<file path="config.mk">
export PLATFORM = sky130hd
export DESIGN_NAME = ah_pl2ddr_capture_ctrl
export DESIGN_NICKNAME = d
export VERILOG_FILES = /design/src/rtl/ah_pl2ddr_pkg.sv /design/src/rtl/ah_pl2ddr_word_fifo.sv /design/src/rtl/ah_pl2ddr_capture_ctrl.sv
export SDC_FILE = /design/constraint.sdc
export NUM_CORES = 1
export LEC_CHECK = 0
export ABC_CLOCK_PERIOD_IN_PS = 5800
export CAP_MARGIN = 40
export CORE_MARGIN = 10
export CORE_UTILIZATION = 50
export CTS_BUF_LIST = sky130_fd_sc_hd__clkbuf_4 sky130_fd_sc_hd__clkbuf_8 sky130_fd_sc_hd__clkbuf_16
export DETAILED_ROUTE_END_ITERATION = 7
export GPL_ROUTABILITY_DRIVEN = 0
export MAX_ROUTING_LAYER = met4
export PLACE_DENSITY = 0.87
export RECOVER_POWER = 25
export SLEW_MARGIN = 0
export SYNTH_ARGS = -nofsm -noshare
export SYNTH_HDL_FRONTEND = slang
export SYNTH_SLANG_ARGS = --single-unit
</file>
<file path="constraint.sdc">
create_clock -name clk -period 5.8 [get_ports clk]
set_clock_uncertainty 0.1 [all_clocks]
set_input_delay 1.16 -clock clk [delete_from_list [all_inputs] [get_ports clk]]
set_output_delay 1.16 -clock clk [all_outputs]
set_load 0.005 [all_outputs]
</file>
<file path="src/rtl/ah_pl2ddr_pkg.sv">
`default_nettype none
// ---------------------------------------------------------------------------
// ah_pl2ddr_pkg : shared types and constants for the PL-to-DDR capture path
// Rev 1.0
// ---------------------------------------------------------------------------
package ah_pl2ddr_pkg;

  localparam int WORD_BYTES         = 4;
  localparam int DEFAULT_FIFO_DEPTH = 4;

  typedef enum logic [2:0] {
    ST_IDLE    = 3'd0,
    ST_CLEAR   = 3'd1,
    ST_CAPTURE = 3'd2,
    ST_FLUSH   = 3'd3,
    ST_DRAIN   = 3'd4,
    ST_DONE    = 3'd5
  } capture_state_t;

endpackage
`default_nettype wire

</file>
<file path="src/rtl/ah_pl2ddr_word_fifo.sv">
`default_nettype none
// ---------------------------------------------------------------------------
// ah_pl2ddr_word_fifo : first-word-fall-through word buffer with flush
// Rev 1.0
// ---------------------------------------------------------------------------
module ah_pl2ddr_word_fifo
  import ah_pl2ddr_pkg::*;
#(
  parameter int DEPTH = DEFAULT_FIFO_DEPTH,
  parameter int WIDTH = 32
) (
  input  logic             clk,
  input  logic             rst,
  input  logic             flush,
  input  logic             push,
  input  logic [WIDTH-1:0] push_data,
  input  logic             pop,
  output logic [WIDTH-1:0] pop_data,
  output logic             full,
  output logic             empty,
  output logic             drop
);

  localparam int AW = (DEPTH > 1) ? $clog2(DEPTH) : 1;

  logic [WIDTH-1:0] mem_q [DEPTH];
  logic [AW-1:0]    rd_ptr_q, rd_ptr_d, wr_ptr_q, wr_ptr_d;
  logic [AW:0]      count_q, count_d;
  logic             do_push, do_pop;

  assign full    = (count_q == (AW+1)'(DEPTH));
  assign empty   = (count_q == '0);
  assign do_pop  = pop && !empty;
  // A pop in the same cycle frees the slot, so a full FIFO still accepts
  assign do_push = push && (!full || do_pop) && !flush;
  assign drop    = push && full && !do_pop && !flush;

  always_comb begin
    rd_ptr_d = rd_ptr_q;
    wr_ptr_d = wr_ptr_q;
    count_d  = count_q;
    if (flush) begin
      rd_ptr_d = '0;
      wr_ptr_d = '0;
      count_d  = '0;
    end else begin
      if (do_push) wr_ptr_d = wr_ptr_q + AW'(1);
      if (do_pop)  rd_ptr_d = rd_ptr_q + AW'(1);
      count_d = count_q + (AW+1)'(do_push) - (AW+1)'(do_pop);
    end
  end

  always_ff @(posedge clk or posedge rst) begin
    if (rst) begin
      rd_ptr_q <= '0;
      wr_ptr_q <= '0;
      count_q  <= '0;
    end else begin
      rd_ptr_q <= rd_ptr_d;
      wr_ptr_q <= wr_ptr_d;
      count_q  <= count_d;
    end
  end

  always_ff @(posedge clk) begin
    if (do_push) mem_q[wr_ptr_q] <= push_data;
  end

  assign pop_data = empty ? '0 : mem_q[rd_ptr_q];

endmodule
`default_nettype wire

</file>
<file path="src/rtl/ah_pl2ddr_capture_ctrl.sv">
`default_nettype none
// ---------------------------------------------------------------------------
// ah_pl2ddr_capture_ctrl : sequences one ah_pl2ddr collector and streams its
// words to the DDR writer. Option: AH_PL2DDR_CTRL_DROPCNT_EN (drop counter).
// Rev 1.0
// ---------------------------------------------------------------------------
module ah_pl2ddr_capture_ctrl
  import ah_pl2ddr_pkg::*;
#(
  parameter int FIFO_DEPTH = DEFAULT_FIFO_DEPTH
) (
  input  logic        clk,
  input  logic        rst,
  input  logic        start,
  input  logic        abort,
  input  logic [31:0] sample_count,
  input  logic [31:0] undersampling_cfg,
  input  logic [31:0] base_addr,
  output logic        col_rst,
  output logic        col_data_en,
  output logic        col_fill_data,
  output logic [31:0] col_undersampling,
  input  logic [31:0] col_data_out,
  input  logic        col_data_valid,
  input  logic [31:0] col_data_index,
  input  logic [5:0]  col_data_pending,
  output logic [31:0] wr_data,
  output logic [31:0] wr_addr,
  output logic        wr_valid,
  input  logic        wr_ready,
  output logic        busy,
  output logic        done,
  output logic        overflow,
  output logic        aborted,
  output logic [31:0] words_written,
  output logic [15:0] dropped_words
);

  capture_state_t state_q, state_d;
  logic [31:0] count_q, count_d;
  logic [31:0] us_q, us_d;
  logic [31:0] base_q, base_d;
  logic [31:0] words_q, words_d;
  logic        overflow_q, overflow_d;
  logic        aborted_q, aborted_d;
  logic        abort_rst_q, abort_rst_d;
  logic        clear_pulse;
  logic        start_accept, abort_accept;
  logic        fifo_empty, fifo_full, fifo_drop, fifo_pop;

  assign start_accept = (state_q == ST_IDLE) && start;
  assign abort_accept = (state_q != ST_IDLE) && abort;
  assign fifo_pop     = wr_valid && wr_ready;

  ah_pl2ddr_word_fifo #(
    .DEPTH (FIFO_DEPTH),
    .WIDTH (32)
  ) u_fifo (
    .clk       (clk),
    .rst       (rst),
    .flush     (abort_accept),
    .push      (col_data_valid),
    .push_data (col_data_out),
    .pop       (fifo_pop),
    .pop_data  (wr_data),
    .full      (fifo_full),
    .empty     (fifo_empty),
    .drop      (fifo_drop)
  );

  always_comb begin
    state_d       = state_q;
    count_d       = count_q;
    us_d          = us_q;
    base_d        = base_q;
    words_d       = words_q;
    overflow_d    = overflow_q;
    aborted_d     = aborted_q;
    abort_rst_d   = 1'b0;
    clear_pulse   = 1'b0;
    col_data_en   = 1'b0;
    col_fill_data = 1'b0;
    done          = 1'b0;

    if (fifo_pop)  words_d    = words_q + 32'd1;
    if (fifo_drop) overflow_d = 1'b1;

    case (state_q)
      ST_IDLE: begin
        if (start) begin
          count_d    = sample_count;
          us_d       = undersampling_cfg;
          base_d     = base_addr;
          words_d    = '0;
          overflow_d = 1'b0;
          aborted_d  = 1'b0;
          state_d    = ST_CLEAR;
        end
      end
      ST_CLEAR: begin
        clear_pulse = 1'b1;
        state_d     = (count_q == '0) ? ST_DONE : ST_CAPTURE;
      end
      ST_CAPTURE: begin
        col_data_en = (col_data_index != count_q);
        if (col_data_index == count_q)
          state_d = (col_data_pending == '0) ? ST_DRAIN : ST_FLUSH;
      end
      ST_FLUSH: begin
        // Pad only while the word is incomplete so no extra sample is taken
        col_data_en   = (col_data_pending != '0);
        col_fill_data = 1'b1;
        if (col_data_pending == '0) state_d = ST_DRAIN;
      end
      ST_DRAIN: begin
        if (fifo_empty && !col_data_valid) state_d = ST_DONE;
      end
      ST_DONE: begin
        done    = 1'b1;
        state_d = ST_IDLE;
      end
      default: state_d = ST_IDLE;
    endcase

    if (abort_accept) begin
      state_d       = ST_IDLE;
      abort_rst_d   = 1'b1;
      aborted_d     = 1'b1;
      col_data_en   = 1'b0;
      col_fill_data = 1'b0;
      done          = 1'b0;
    end
  end

  always_ff @(posedge clk or posedge rst) begin
    if (rst) begin
      state_q     <= ST_IDLE;
      count_q     <= '0;
      us_q        <= '0;
      base_q      <= '0;
      words_q     <= '0;
      overflow_q  <= 1'b0;
      aborted_q   <= 1'b0;
      abort_rst_q <= 1'b0;
    end else begin
      state_q     <= state_d;
      count_q     <= count_d;
      us_q        <= us_d;
      base_q      <= base_d;
      words_q     <= words_d;
      overflow_q  <= overflow_d;
      aborted_q   <= aborted_d;
      abort_rst_q <= abort_rst_d;
    end
  end

`ifdef AH_PL2DDR_CTRL_DROPCNT_EN
  logic [15:0] drop_cnt_q, drop_cnt_d;

  always_comb begin
    drop_cnt_d = drop_cnt_q;
    if (start_accept)
      drop_cnt_d = '0;
    else if (fifo_drop && (drop_cnt_q != 16'hFFFF))
      drop_cnt_d = drop_cnt_q + 16'd1;
  end

  always_ff @(posedge clk or posedge rst) begin
    if (rst) drop_cnt_q <= '0;
    else     drop_cnt_q <= drop_cnt_d;
  end

  assign dropped_words = drop_cnt_q;
`else
  assign dropped_words = '0;
`endif

  assign col_rst           = clear_pulse || abort_rst_q;
  assign col_undersampling = us_q;
  assign wr_valid          = !fifo_empty;
  assign wr_addr           = base_q + (words_q * 32'(WORD_BYTES));
  assign busy              = (state_q != ST_IDLE);
  assign overflow          = overflow_q;
  assign aborted           = aborted_q;
  assign words_written     = words_q;

endmodule
`default_nettype wire

</file>
==> results of run 1 <==
sequential cells by signal (all words and copies together), names as in the netlist, 2 cells and up:
register and cells:
u_fifo.mem_q 128, base_q 32, col_undersampling 32, count_q 32, words_written 32, state_q 3
u_fifo.count_q 3, u_fifo.rd_ptr_q 2, u_fifo.wr_ptr_q 2
area by class of cell:
type                       count  share of cell area, %
sequential                   269                   42.7
antenna                        6                 0.0870
multi-input combinational    623                   29.8
clock inverter                16                   1.42
tap                          330                   2.39
inverter                      24                  0.529
clock buffer                  38                   4.67
timing repair buffer         318                   18.4
worst max-delay path, cell delays in order (launching register included):
cell and delay, ns:
dfrtp_1 0.43, ha_1 0.21, inv_1 0.06, fa_1 0.42, nor2b_1 0.16, o21ai_2 0.10, a2111oi_4 0.39, or2_1 0.20
a41oi_1 0.16, mux2_1 0.35, o211ai_1 0.12, clkdlybuf4s50_1 0.54
metal layers:
layer | track usage [%] | vias up | wire [um]
li1 | - | 4104 | -
met5 | - | - | 0
met4 | 6.27 | 0 | 969
met3 | 5.32 | 61 | 2450
met2 | 36.9 | 369 | 18400
met1 | 25.4 | 4474 | 13900
final timing paths:
path	endpoint	slack, ns	cells after the start
max in group asynchronous	count_q[16]	1.67	4
max	wr_addr[22]	0.84	11
min	col_undersampling[7]	0.41	1
min in group asynchronous	base_q[1]	1.26	2
max reg2reg	u_fifo.mem_q[0][30]	2.75	6
min reg2reg	col_undersampling[7]	0.41	1
per-stage QoR:
stage | utilization [%] | worst slack [ns] | area, sq um | total power, uW
after floorplan | - | 0.759 | 12900 | 4630
after global placement | 64.1 | 1.18 | 16200 | 6080
after detailed placement | 64.2 | 1.22 | 16200 | 6200
after CTS | 68.4 | 0.830 | 17300 | 8250
after global routing | 68.4 | 0.605 | 17300 | 8610
final | 68.4 | 0.844 | 17300 | 8170
report_power, final:
group	switching (uW)	internal (uW)	leakage, uW
Clock	755	1250	0.000517
Combinational	1380	1810	0.00334
Sequential	422	2550	0.00290
Total	2550	5610	0.00676
kinds of logic (layout without fill, tap and decap cells):
group           count (synthesis)  in the layout
simple gates                  244            244
fa+ha+maj                      38             38
buf+inv                        75            396
xor+xnor                       89             89
other cells                     1             22
mux                           129            129
flops                         269            269
compound gates                107            107
cells in the final DEF, fill, tap and decap left out, types with 6 or more instances in the layout:
master / netlist / layout
nand3_1: 22 / 22
bufinv_16: 0 / 6
edfxtp_1: 128 / 128
o21ai_0: 16 / 16
a21oi_1: 33 / 33
clkbuf_4: 0 / 7
nand4_1: 11 / 11
dlygate4sd3_1: 0 / 33
nand2_1: 36 / 36
mux2_2: 95 / 95
nor2b_1: 35 / 35
xnor2_1: 28 / 28
a21o_1: 11 / 11
buf_4: 23 / 8
dfrtp_1: 141 / 140
ha_1: 36 / 36
diode_2: 0 / 6
clkbuf_16: 0 / 29
inv_1: 23 / 22
mux4_2: 32 / 32
clkdlybuf4s50_1: 0 / 274
and3_1: 14 / 13
conb_1: 1 / 16
o21bai_1: 6 / 6
nor2_1: 70 / 70
xor2_1: 61 / 61
and2_1: 14 / 14
nor4_1: 19 / 19
==> metrics, run 1 <==
Hold Buf Count CTS=0; violated checks=capacitance limit, slew limit; DRT antenna net count=0; Die H=roughly 180 um; critical path endpoint category=output port; number of synthesized flops with an enable pin=~130; main combinational cell family by area after synthesis=multiplexers; FF-to-FF Start=state_q[0]; status=finished, violations left; Syn Std Cell Area=between 10,000 and 15,000 sq um; Num CTS Buffers=29; Final Hold Fails=0; CP Launch Point=words_written[0]; wire per inst=roughly 22 um; min-delay src=col_undersampling[7]; global-route wire length before repair=about 55,000 um; layout cell share with drive strength beyond 1=16.0%; vias in the first global route=around 9,500; Main synth FF type=dfrtp_1; top cells by count, synth=dfrtp_1 (141), edfxtp_1 (128), mux2_2 (95); Via-to-Cell Ratio=between 5 and 6; Max Slew Vio Count=74; Synth Warn #=0; Port Buf Inserts=307; Startpoint Class=register; die span in x=about 180 um; most frequent cell after synthesis=dfrtp_1; later-pin clock latency in the skew report=0.55 ns; Resized cells post-CTS=0; Max clock buf depth=3; core outline area=~25,000 sq um; Least-Margin Pin Slew=1.81 ns; multiplexer share of the synthesized area=14.1%; share of Yosys cell area claimed by the top area cell type=29.9%; DRC violations left=0; clock sink total=269; min Tclk post-route=4.96 ns; Finished Layout Cells=between 1,500 and 2,000; Setup TNS Final=0 ns; CP arrival=3.70 ns; CP max FO=5; DR iter-0 viols=between 600 and 700; Inst Count DP=roughly 1,600; Ports=roughly 320; Initial Util=50.9%; Max VDD drop=400 uV; largest cells by area after synthesis=edfxtp_1 (30%), dfrtp_1 (27%), mux2_2 (8.3%), mux4_2 (5.6%), xor2_1 (4.2%); CTS root buf=clkbuf_16; RSZ-0062 raised after global routing=false; Nets=1,475; Syn-to-layout area delta=34.3%; count of different cell masters after synthesis=63; Register Area=about 7400 sq um; Worst Path Class, Setup=register to output port; WHS=0.407 ns; top cell type by total area after synthesis=edfxtp_1; Cell Rows=slightly below 60; Yosys reg bits=269; ys async rst share=52.4%; DIE AREA=32,500 sq um; leak pwr=0.00676 uW; post-synthesis sequential area ratio=57.4%; Post-Syn Instances=approximately 950; Max Clock Freq=just over 0.2 GHz; DPL Wire Length=26,100 um; Slew headroom=-20.9%; post-synthesis simple-gate area fraction=9.71%; Worst Hold Class=register to register; initial antenna violation count=6; syn_area_per_cell=between 10 and 15 sq um; via count=about 9,000; max-cap violation count=1; WL final=roughly 36,000 um; buffer count from post-CTS setup fixing=0; xor/xnor cell area share of the yosys netlist=6.07%; CTS tree=yes; Compound-Gate Fraction of Synth Area=5.83%; Reg clk slew, reported paths=0.06 ns; # H-tree levels=1; pwr dens=between 400 and 500 nW/um^2; Multi-input gate area=5150 sq um; fin crit share=85.4%; adder-cell share of the synthesized area=3.82%; drt first pass iters=5; total gr overflow=0; Final setup viols=0; Layout fillers=1,763; gr usage total=21.8%; CP Data Required Time=4.54 ns; pin count of the biggest net entering global routing=78
(Power assumes the default switching activity.)
==> run 2, diff against run 1 <==
Settings changed: ABC_CLOCK_PERIOD_IN_PS 5800 to default.
==> results of run 2 <==
Same layout as run 1: the final DEF is identical, and so are final timing and power.
==> run 3, diff against run 2 <==
Settings changed: GPL_ROUTABILITY_DRIVEN 0 to 1, MAX_ROUTING_LAYER met4 to default.
==> metrics, run 3 (synthesis gave the netlist of run 1 again) <==
DRT antenna net count=0; clock share of power=23.5%; max-cap violation count=1; initial antenna violation count=2; Cell Rows=58; Initial Util=50.9%; FF-to-FF Start=u_fifo.count_q[1]; Worst Path Class, Setup=register to output port; GP Congestion=0.908; Resized cells post-CTS=0; CTS tree=yes; DPL Wire Length=26,100 um; DIE AREA=32,500 sq um; vias in the first global route=between 9,000 and 10,000; most frequent cells in the layout=clkdlybuf4s50_1 (274), dfrtp_1 (140), edfxtp_1 (128); leak pwr=about 0.0067 uW; fin crit share=85.9%; max FFs per register=roughly 130; Final Hold Fails=0; Setup TNS Final=0 ns; Port Buf Inserts=307; drt first pass iters=5; Gate power share=39.9%; Biggest register=u_fifo.mem_q; gr usage total=21.4%; min Tclk post-route=4.98 ns; violated checks=capacitance limit, slew limit; die span in x=180 um; CP arrival=about 3.7 ns; Ports=324; Nets=1,476; R2R Setup Slk=2.99 ns; Slew headroom=-54.9%; Final setup viols=0; later-pin clock latency in the skew report=between 0.5 and 0.6 ns; Worst Reg-to-Reg Cells=10; CP Data Required Time=4.54 ns; Max VDD drop=around 320 uV; Max Clock Freq=0.201 GHz; Max clock buf depth=3; WL final=35,800 um; Reg power frac=a little over a third; min-delay src=col_undersampling[24]; RSZ-0062 raised after global routing=false; global-route wire length before repair=55,800 um; Num CTS Buffers=29; buffer count from post-CTS setup fixing=0; pin count of the biggest net entering global routing=92; Die H=approximately 180 um; wire per inst=22.1 um; clock sink total=269; switching power share of the total=31.4%; Startpoint Class=register; DRC violations left=0; Design Power=8070 uW; core outline area=approximately 25,000 sq um; Syn-to-layout area delta=34.0%; layout cell share with drive strength beyond 1=between 10% and 20%; status=finished, violations left; Pint=5540 uW; Sw Pwr=2530 uW; CTS root buf=clkbuf_16; Max Slew Vio Count=92; Layout fillers=1,802; DR iter-0 viols=546; PnR worst setup slack=0.816 ns; Worst Hold Class=register to register; pwr dens=~470 nW/um^2; Reg clk slew, reported paths=0.06 ns; total gr overflow=0; Via-to-Cell Ratio=5.53; via count=8,949; CP Launch Point=words_written[0]; CP max FO=5; Least-Margin Pin Slew=2.32 ns; critical path endpoint category=output port; # H-tree levels=1; CP endpoint=wr_addr[22]; reg2reg end=u_fifo.count_q[2]; commonest non-fill, non-tap cell in the layout=clkdlybuf4s50_1; Hold Buf Count CTS=0; Place WS=about 1.1 ns
==> run 3: cell count changes in the layout (fill, tap and decap cells not counted) <==
cell,change
diode_2,-4
clkbuf_8,-2
clkinv_1,+2
buf_16,+1
buf_4,+1
buf_6,-1
bufinv_16,-1
clkbuf_4,-1
clkinv_2,-1
clkinv_4,+1
inv_16,-1
inv_8,+1
==> run 3: final cells by class <==
type                       count  area, sq um  area share [%]
antenna                        2         5.00          0.0291
tap                          330          413            2.40
timing repair buffer         319         3190            18.6
inverter                      24         91.3           0.531
clock buffer                  35          771            4.48
clock inverter                17          218            1.26
sequential                   269         7370            42.8
multi-input combinational    623         5150            29.9
==> run 3: power groups by stage <==
stage	sequential (uW)	clock, uW	combinational, uW
after floorplan	2830	0	1790
after global placement	2950	0	3140
after detailed placement	2980	0	3230
after CTS	2960	1930	3270
after global routing	3020	2010	3480
final	2950	1900	3220
==> run 3: critical path, stage by stage, from the launching register on <==
cell and delay, ns:
dfrtp_1 0.44, ha_1 0.21, inv_1 0.06, fa_1 0.41, nor2b_1 0.16, o21ai_2 0.10, a2111oi_4 0.39, or2_1 0.22
a41oi_1 0.17, mux2_1 0.36, o211ai_1 0.12, clkdlybuf4s50_1 0.55
==> run 3: per-layer routing <==
metal | up-vias | GRT usage (%) | share of wire [%]
met4 | 2 | 6.00 | 2.7
met3 | 67 | 5.18 | 7.0
met5 | - | 0 | 0.031
li1 | 4082 | - | -
met1 | 4471 | 25.7 | 39
met2 | 327 | 37.4 | 51
==> run 3: through the flow <==
step | util, % | std cells | hold slack [ns] | area (sq um)
3_5_place_dp | 64.3 | 1565 | 0.395 | 16200
3_3_place_gp | 64.1 | 1563 | 0.380 | 16200
5_1_grt | 68.1 | 1618 | 0.415 | 17200
6_report | 68.2 | 1619 | 0.407 | 17200
2_1_floorplan | - | 967 | 0.382 | 12900
4_1_cts | 68.2 | 1617 | 0.408 | 17200
==> run 3: worst min-delay path by stage <==
stage | endpoint | depth (start not counted)
after floorplan | base_q[0] | 1
after global placement | aborted | 2
after detailed placement | col_undersampling[24] | 1
after CTS | col_undersampling[4] | 1
after global routing | col_undersampling[24] | 1
final | col_undersampling[24] | 1
